--- src/rtl/arp_receive.sv ---
// arp_receive: parses ARP frames, qualifies them against local addresses and issues replies/cache updates
module arp_receive (
  input  logic        clk_user_i,
  input  logic        reset_i,
  input  logic [31:0] our_ip_address,
  input  logic [47:0] our_mac_address,
  input  logic [31:0] rx_arp_data_i,
  input  logic        rx_arp_data_vld_i,
  input  logic        rx_arp_data_tlast_i,
  output logic        reply_send_en,
  output logic [47:0] reply_send_mac_addr,
  output logic [31:0] reply_send_ip_addr,
  input  logic        reply_ready,
  output logic        arp_reply_vld_o,
  output logic [47:0] arp_reply_mac_o,
  output logic [31:0] arp_reply_ip_o,
  output logic [15:0] rx_arp_drop_cnt_o
);
  typedef enum logic [1:0] {IDLE, HDR, PAD, DROP} state_e;
  state_e      state_q, state_d;
  logic [3:0]  cnt_q, cnt_d;
  logic [31:0] dst_hi_q;
  logic [15:0] tpa_hi_q;
  logic        req_q;
  logic [47:0] sha_q;
  logic [31:0] spa_q;
  logic        send_en_q, send_en_d;
  logic [47:0] send_mac_q;
  logic [31:0] send_ip_q;
  logic        vld_q;
  logic [47:0] rmac_q;
  logic [31:0] rip_q;
  logic [15:0] drop_q, drop_d;
  logic        beat, fin, bad, qual, load, discard;
  logic [47:0] dst_mac;
  logic [31:0] tpa;
  logic [15:0] oper;
  assign dst_mac = {dst_hi_q, rx_arp_data_i[31:16]};
  assign tpa     = {tpa_hi_q, rx_arp_data_i[31:16]};
  assign oper    = rx_arp_data_i[31:16];
  // Header checks at the beat carrying each field, frame verdict at tlast, next-state and counters
  always_comb begin
    beat = rx_arp_data_vld_i;
    fin = beat && rx_arp_data_tlast_i;
    bad = state_q == HDR && (
      (cnt_q == 4'd1 && dst_mac != our_mac_address && dst_mac != 48'hFFFF_FFFF_FFFF) ||
      (cnt_q == 4'd3 && rx_arp_data_i != 32'h0806_0001) ||
      (cnt_q == 4'd4 && rx_arp_data_i != 32'h0800_0604) ||
      (cnt_q == 4'd5 && oper != 16'd1 && oper != 16'd2) ||
      (cnt_q == 4'd10 && tpa != our_ip_address));
    qual = fin && ((state_q == HDR && cnt_q == 4'd10 && !bad) || state_q == PAD);
    load = qual && req_q && !send_en_q && reply_ready;
    discard = (fin && !qual) || (qual && req_q && !load);
    cnt_d = !beat ? cnt_q : fin ? 4'd0 : cnt_q == 4'd15 ? cnt_q : cnt_q + 4'd1;
    state_d = !beat ? state_q : fin ? IDLE : state_q == IDLE ? HDR :
              state_q == HDR ? (bad ? DROP : cnt_q == 4'd10 ? PAD : HDR) : state_q;
    send_en_d = load || (send_en_q && !reply_ready);
    drop_d = discard && drop_q != 16'hFFFF ? drop_q + 16'd1 : drop_q;
  end
  // State, field captures and output registers; send addresses only move when a request is loaded
  always_ff @(posedge clk_user_i) begin
    if (reset_i) begin
      state_q    <= IDLE;
      cnt_q      <= '0;
      dst_hi_q   <= '0;
      tpa_hi_q   <= '0;
      req_q      <= 1'b0;
      sha_q      <= '0;
      spa_q      <= '0;
      send_en_q  <= 1'b0;
      send_mac_q <= '0;
      send_ip_q  <= '0;
      vld_q      <= 1'b0;
      rmac_q     <= '0;
      rip_q      <= '0;
      drop_q     <= '0;
    end else begin
      state_q   <= state_d;
      cnt_q     <= cnt_d;
      send_en_q <= send_en_d;
      drop_q    <= drop_d;
      vld_q     <= qual;
      if (beat && state_q == IDLE) dst_hi_q <= rx_arp_data_i;
      if (beat && state_q == HDR && cnt_q == 4'd5) {req_q, sha_q[47:32]} <= {oper == 16'd1, rx_arp_data_i[15:0]};
      if (beat && state_q == HDR && cnt_q == 4'd6) sha_q[31:0] <= rx_arp_data_i;
      if (beat && state_q == HDR && cnt_q == 4'd7) spa_q <= rx_arp_data_i;
      if (beat && state_q == HDR && cnt_q == 4'd9) tpa_hi_q <= rx_arp_data_i[15:0];
      if (qual) {rmac_q, rip_q} <= {sha_q, spa_q};
      if (load) {send_mac_q, send_ip_q} <= {sha_q, spa_q};
    end
  end
  assign reply_send_en       = send_en_q;
  assign reply_send_mac_addr = send_mac_q;
  assign reply_send_ip_addr  = send_ip_q;
  assign arp_reply_vld_o     = vld_q;
  assign arp_reply_mac_o     = rmac_q;
  assign arp_reply_ip_o      = rip_q;
  assign rx_arp_drop_cnt_o   = drop_q;
endmodule
--- config.mk ---
export PLATFORM = sky130hd
export DESIGN_NAME = arp_receive
export DESIGN_NICKNAME = d
export VERILOG_FILES = /design/src/rtl/arp_receive.sv
export SDC_FILE = /design/constraint.sdc
export NUM_CORES = 1
export LEC_CHECK = 0
export CORE_AREA = 2 2 155 157
export DETAILED_ROUTE_END_ITERATION = 7
export DIE_AREA = 0 0 157 159
export GPL_TIMING_DRIVEN = 0
export PLACE_DENSITY = 0.85
export REMOVE_ABC_BUFFERS = 1
export SKIP_CTS_REPAIR_TIMING = 1
export SLEW_MARGIN = 20
export SYNTH_ARGS = -nofsm -noshare
export SYNTH_HDL_FRONTEND = slang
export SYNTH_SLANG_ARGS = --single-unit
--- constraint.sdc ---
create_clock -name clk_user_i -period 4.5 [get_ports clk_user_i]
set_input_delay 0.9 -clock clk_user_i [delete_from_list [all_inputs] [get_ports clk_user_i]]
set_output_delay 0.9 -clock clk_user_i [all_outputs]
set_load 0.005 [all_outputs]
# Word-level counts from Yosys, hierarchy flattened
# Cells that the tools add are included.
# classes
add_sub_neg	2
eq_ne	21
n_mux	7
n_reduce_logical	41
# ops
op	n
!= test 32 x 28 -> 1 bit (second input constant)	2
!= test 48 bit	1
!= test 48 bit (second input constant)	1
!= test 32 bit	1
logical AND 1 bit	25
adder 16 x 1 -> 16 bit (second input constant)	1
== test 16 x 1 -> 1 bit (second input constant)	1
== test 4 x 3 -> 1 bit (second input constant)	4
!= test 16 x 1 -> 1 bit (second input constant)	1
!= test 16 bit (second input constant)	1
!= test 16 x 2 -> 1 bit (second input constant)	1
== test 4 bit (second input constant)	3
two-way mux 2 bit	5
two-way mux 4 bit	2
logical OR 1 bit	7
logical NOT 1 bit	5
adder 4 x 1 -> 4 bit (second input constant)	1
== test 4 x 1 -> 1 bit (second input constant)	1
== test 4 x 2 -> 1 bit (second input constant)	1
AND reduction 2 bit	2
nonzero test 3 bit	1
== test 2 x 1 -> 1 bit (second input constant)	1
== test 2 bit (second input constant)	1
logical NOT 2 bit	1
!= test 2 bit (second input constant)	1
# word_totals
register_bits	313
in_bits	117
out_inout_bits	178
wordCells	86

# Longest topological paths before layout
# logic_depth
word_depth	19
depth_mapped	10

# Least setup slack after synthesis
# OpenSTA, ideal clock, no wires.
# synth_path
kind	in2reg
startpoint	input rx_arp_data_i[23]
endpoint	register drop_q[15], in the netlist rx_arp_drop_cnt_o[15]
t_arrival_ns	2.668
slack_ns	1.708
cell_stages	8
n_path_buf	1
cell_sequence	clkbuf_1 > xnor2_1 > nand4_1 > or4_1 > o21ai_1 > a21oi_1 > nand4_1 > mux2_1
# synth_via
elab_chain_len	19
elab_cells_between_ends	32
# synth_rtl
element	line_no	text
start: declaration	7	input logic [31:0] rx_arp_data_i,
!= test 48 bit	46	(cnt_q == 4'd1 && dst_mac != our_mac_address && dst_mac != 48'hFFFF_FFFF_FFFF) ||
logical AND 1 bit (2 in a row)	46	
logical OR 1 bit	46	
logical OR 1 bit	47	(cnt_q == 4'd3 && rx_arp_data_i != 32'h0806_0001) ||
logical OR 1 bit	48	(cnt_q == 4'd4 && rx_arp_data_i != 32'h0800_0604) ||
logical OR 1 bit (*)	49	(cnt_q == 4'd5 && oper != 16'd1 && oper != 16'd2) ||
logical AND 1 bit (*)	45	bad = state_q == HDR && (
logical NOT 1 bit (*)	51	qual = fin && ((state_q == HDR && cnt_q == 4'd10 && !bad) || state_q == PAD);
logical AND 1 bit (*)	51	
logical OR 1 bit (*)	51	
logical AND 1 bit (*)	51	
logical AND 1 bit	52, 53	
logical AND 1 bit (2 in a row)	52	load = qual && req_q && !send_en_q && reply_ready;
logical NOT 1 bit	53	discard = (fin && !qual) || (qual && req_q && !load);
logical AND 1 bit	53	
logical OR 1 bit (*)	53	
logical AND 1 bit (*)	58	drop_d = discard && drop_q != 16'hFFFF ? drop_q + 16'd1 : drop_q;
end signal: assignment	81	drop_q <= drop_d;
end: declaration	33	logic [15:0] drop_q, drop_d;
# Every way passes the cells marked *; elsewhere a longest branch is shown, timed or not.
# A chain may end at the register's enable or synchronous reset.

# Worst setup path after layout
# layout_path
startpoint	input rx_arp_data_i[22]
endpoint	register send_mac_q[12], in the netlist reply_send_mac_addr[12]
# layout_via
elab_chain_len	15
elab_cells_between_ends	26
# layout_rtl
element	line_no	text
!= test 48 bit	46	
logical AND 1 bit (2 in a row)	46	
logical OR 1 bit	46	
logical OR 1 bit	47	
logical OR 1 bit	48	
logical OR 1 bit (*)	49	
logical AND 1 bit (*)	45	
logical NOT 1 bit (*)	51	
logical AND 1 bit (*)	51	
logical OR 1 bit (*)	51	
logical AND 1 bit (*)	51	
logical AND 1 bit (*) (3 in a row)	52	
end signal: assignment	89	if (load) {send_mac_q, send_ip_q} <= {sha_q, spa_q};
end: declaration	28	logic [47:0] send_mac_q;
# Marks and branches as above.

==> results_dict.tcl <==
set metrics [dict create \
    status "finished, final reports clean" \
    syn2layout_area_growth_pct 35.69 \
    setup.worst_path.start_class "input port" \
    grt_usage 0.3161 \
    synth_top_area_frac 0.5065 \
    cts.clk_slew.worst_paths_ns 0.06 \
    p_leak_nw 5.522 \
    grt_pass1_vias 11523 \
    max_cap_violations 0 \
    synth_most_common_cell "nand2_1" \
    cp.required_ns 4.97 \
    cp_top_family "simple AND/OR/NAND/NOR gates" \
    place_area_sq_um 15670 \
    insertion_delay_ns 0.56 \
    die_w_microns 157 \
    ys_ff_latch 313 \
    start_util 0.5334 \
    grt_max_degree 137 \
    syn_inst 1580 \
    cts_tree "built" \
    drcViolationCount 0 \
    place_ws_ns -0.2174 \
    fin_setup_tns_ns 0 \
    synthDistinctLibCells 45 \
    cts_max_path_buffers 3 \
    hold_violations 0 \
    wl_per_cell_microns 19.19 \
    skew_ns 0.01418 \
    syn-cell-area_sq_um 12370 \
    critPathMaxFanout 44 \
    gp_congestion 0.9152 \
    critical-path-max-stage-delay_ns 0.68 \
    cts.sinks 313 \
    critPathKind "in -> reg" \
    period_needed_ns 4.318 \
    cp_cell_sequence "clkdlybuf4s50_1 -> xor2_1 -> nor4_1 -> nand4_1 -> nor3_2 -> o2111a_4 -> buf_12 -> nand2_1 -> a21oi_1" \
    syn_avg_cell_area_sq_um 7.830 \
    antenna_found_initial 1 \
    synthArstFlopShare 0 \
    dominantRegCellSynth "dfxtp_1" \
    overflow 0 \
    max_slew_margin 0.4458 \
    worstMarginPinSlew_ns 0.8312 \
    rows 56 \
    firstDrtPassIters 7 \
    cp.arrival_ns 4.79 \
    num_vias 12143 \
    avgViaCountPerCell 5.637 \
    max_freq_mhz 231.6 \
    dp_hpwl_microns 27590 \
    io_pins 295 \
    cp_num_buf_inv 2 \
    synth_edf_count 0 \
    coreArea_sq_um 23190 \
    finalCritPeriodShare 0.9597 \
    synth_area_leaders "dfxtp_1, nand2_1, a21oi_1" \
    die_area_sq_um 24960 \
    finalInstanceArea_sq_um 16790 \
    seq_area_frac_synth 0.5065 \
    grt_pass1_wl_microns 62500 \
    critPathCaptureType "register" \
    dieHeight_microns 159 \
    cts_root_buffer "clkbuf_16" \
    fin_nets 1931 \
    port_buffers 294 \
    cts_made_buffers 31 \
    slew_viol_final 0 \
    synth_largest_area_cell "dfxtp_1" \
    final_core_util 0.7238 \
    cts_max_level 1 \
    worst_slack_ns 0.1815 \
    cpMaxStageDelayCell "clkdlybuf4s50_1" \
    drtAntennaViolNets 0 \
    max-vdd-ir-drop_mv 0.2717 \
    final-setup-viol-count 0 \
    synthTopCellsByCount "nand2_1, dfxtp_1, a21oi_1" \
    wirelength_microns 41340 \
    drtIter0Drc 896 \
    rsz0062_at_grt "no" \
    hp-class "reg -> reg" \
    layout-drive-gt1-share 0.04798 \
    power_density_nw_per_um2 355.6 \
    placedCellCount 2095 \
    yosys_warnings 0 \
    fin_cells 2154 \
]
==> report_power, final <==
part	switching, mW	leakage [nW]	total, mW	internal (mW)
logic	0.194	2.45	0.357	0.163
registers	0.0265	2.53	2.82	2.79
clock network	1.12	0.551	2.80	1.68
total	1.34	5.52	5.97	4.63
==> registers in the layout, summed over array words and instances (netlist names), 32 cells and up, named ones only <==
register and cells:
arp_reply_mac_o 48, sha_q 48, arp_reply_ip_o 32, dst_hi_q 32, spa_q 32, reply_send_mac_addr 48
reply_send_ip_addr 32
==> layout by cell type (no fill, tap or decap), types with 4 or more instances in the layout <==
cell type        count
nor4_1              23
clkdlybuf4s50_1    293
nand2_1            574
a21oi_1            304
xnor2_1             62
o21ai_0              4
nor2b_1              7
and3_1               4
clkinv_2             9
ha_1                 5
clkbuf_8             4
clkbuf_16           31
nand2b_1             5
xor2_1              28
dfxtp_1            313
nand3_1             27
bufinv_16            6
nor2_1              29
nand4_1             29
buf_16              12
==> tightest hold or removal path, cell delays in order (launching register included) <==
cell,delay (ns)
dfxtp_1,0.31
nand2_1,0.05
a21oi_1,0.05
==> worst paths after layout <==
kind / endpoint / startpoint / cells past startpoint / slack, ns
worst min-delay path: reply_send_mac_addr[47] / reply_send_mac_addr[47] / 2 / 0.45
worst min register to register: reply_send_mac_addr[47] / reply_send_mac_addr[47] / 2 / 0.45
worst max-delay path: reply_send_mac_addr[12] / rx_arp_data_i[22] / 9 / 0.18
worst max register to register: reply_send_mac_addr[12] / tpa_hi_q[2] / 8 / 1.20
==> metrics by stage <==
stage               total power [mW]  hold slack (ns)
finish                         5.968           0.4524
global route                   6.128           0.4723
CTS                            5.984           0.4538
detailed placement             3.224           0.4453
global placement               3.217           0.4405
floorplan                      2.977           0.4393
==> metal layers <==
metal,vias to the layer above,part of all wire,global-route usage
met3,133,0.11,0.07567
met4,0,0.037,0.1293
met1,5657,0.38,0.3911
li1,5659,-,-
met5,-,0,0
met2,694,0.48,0.5273
==> cell families (layout without fill, tap and decap cells) <==
group / Yosys count / count (layout) / synth area share
AO/OA/AOI/OAI: 325 / 325 / 0.1357
XOR/XNOR: 90 / 90 / 0.06372
AND/OR/NAND/NOR: 726 / 726 / 0.2441
flip-flops: 313 / 313 / 0.5065
multiplexers: 3 / 3 / 0.002630
other: 0 / 1 / 0
buffers and inverters: 118 / 372 / 0.04228
adder cells (fa/ha/maj): 5 / 5 / 0.005057
==> area by class of cell <==
| class | count | area, sq um |
|---|---|---|
| diodes | 1 | 2.502 |
| flip-flops and latches | 313 | 6266 |
| multi-input cells | 1149 | 5638 |
| clock inverters | 21 | 275.3 |
| repair buffers | 311 | 3356 |
| clock buffers | 37 | 838.3 |
| well taps | 319 | 399.1 |
| fillers | 1750 | 6406 |
| inverters | 3 | 11.26 |
Power figures use the tool's default switching activity.
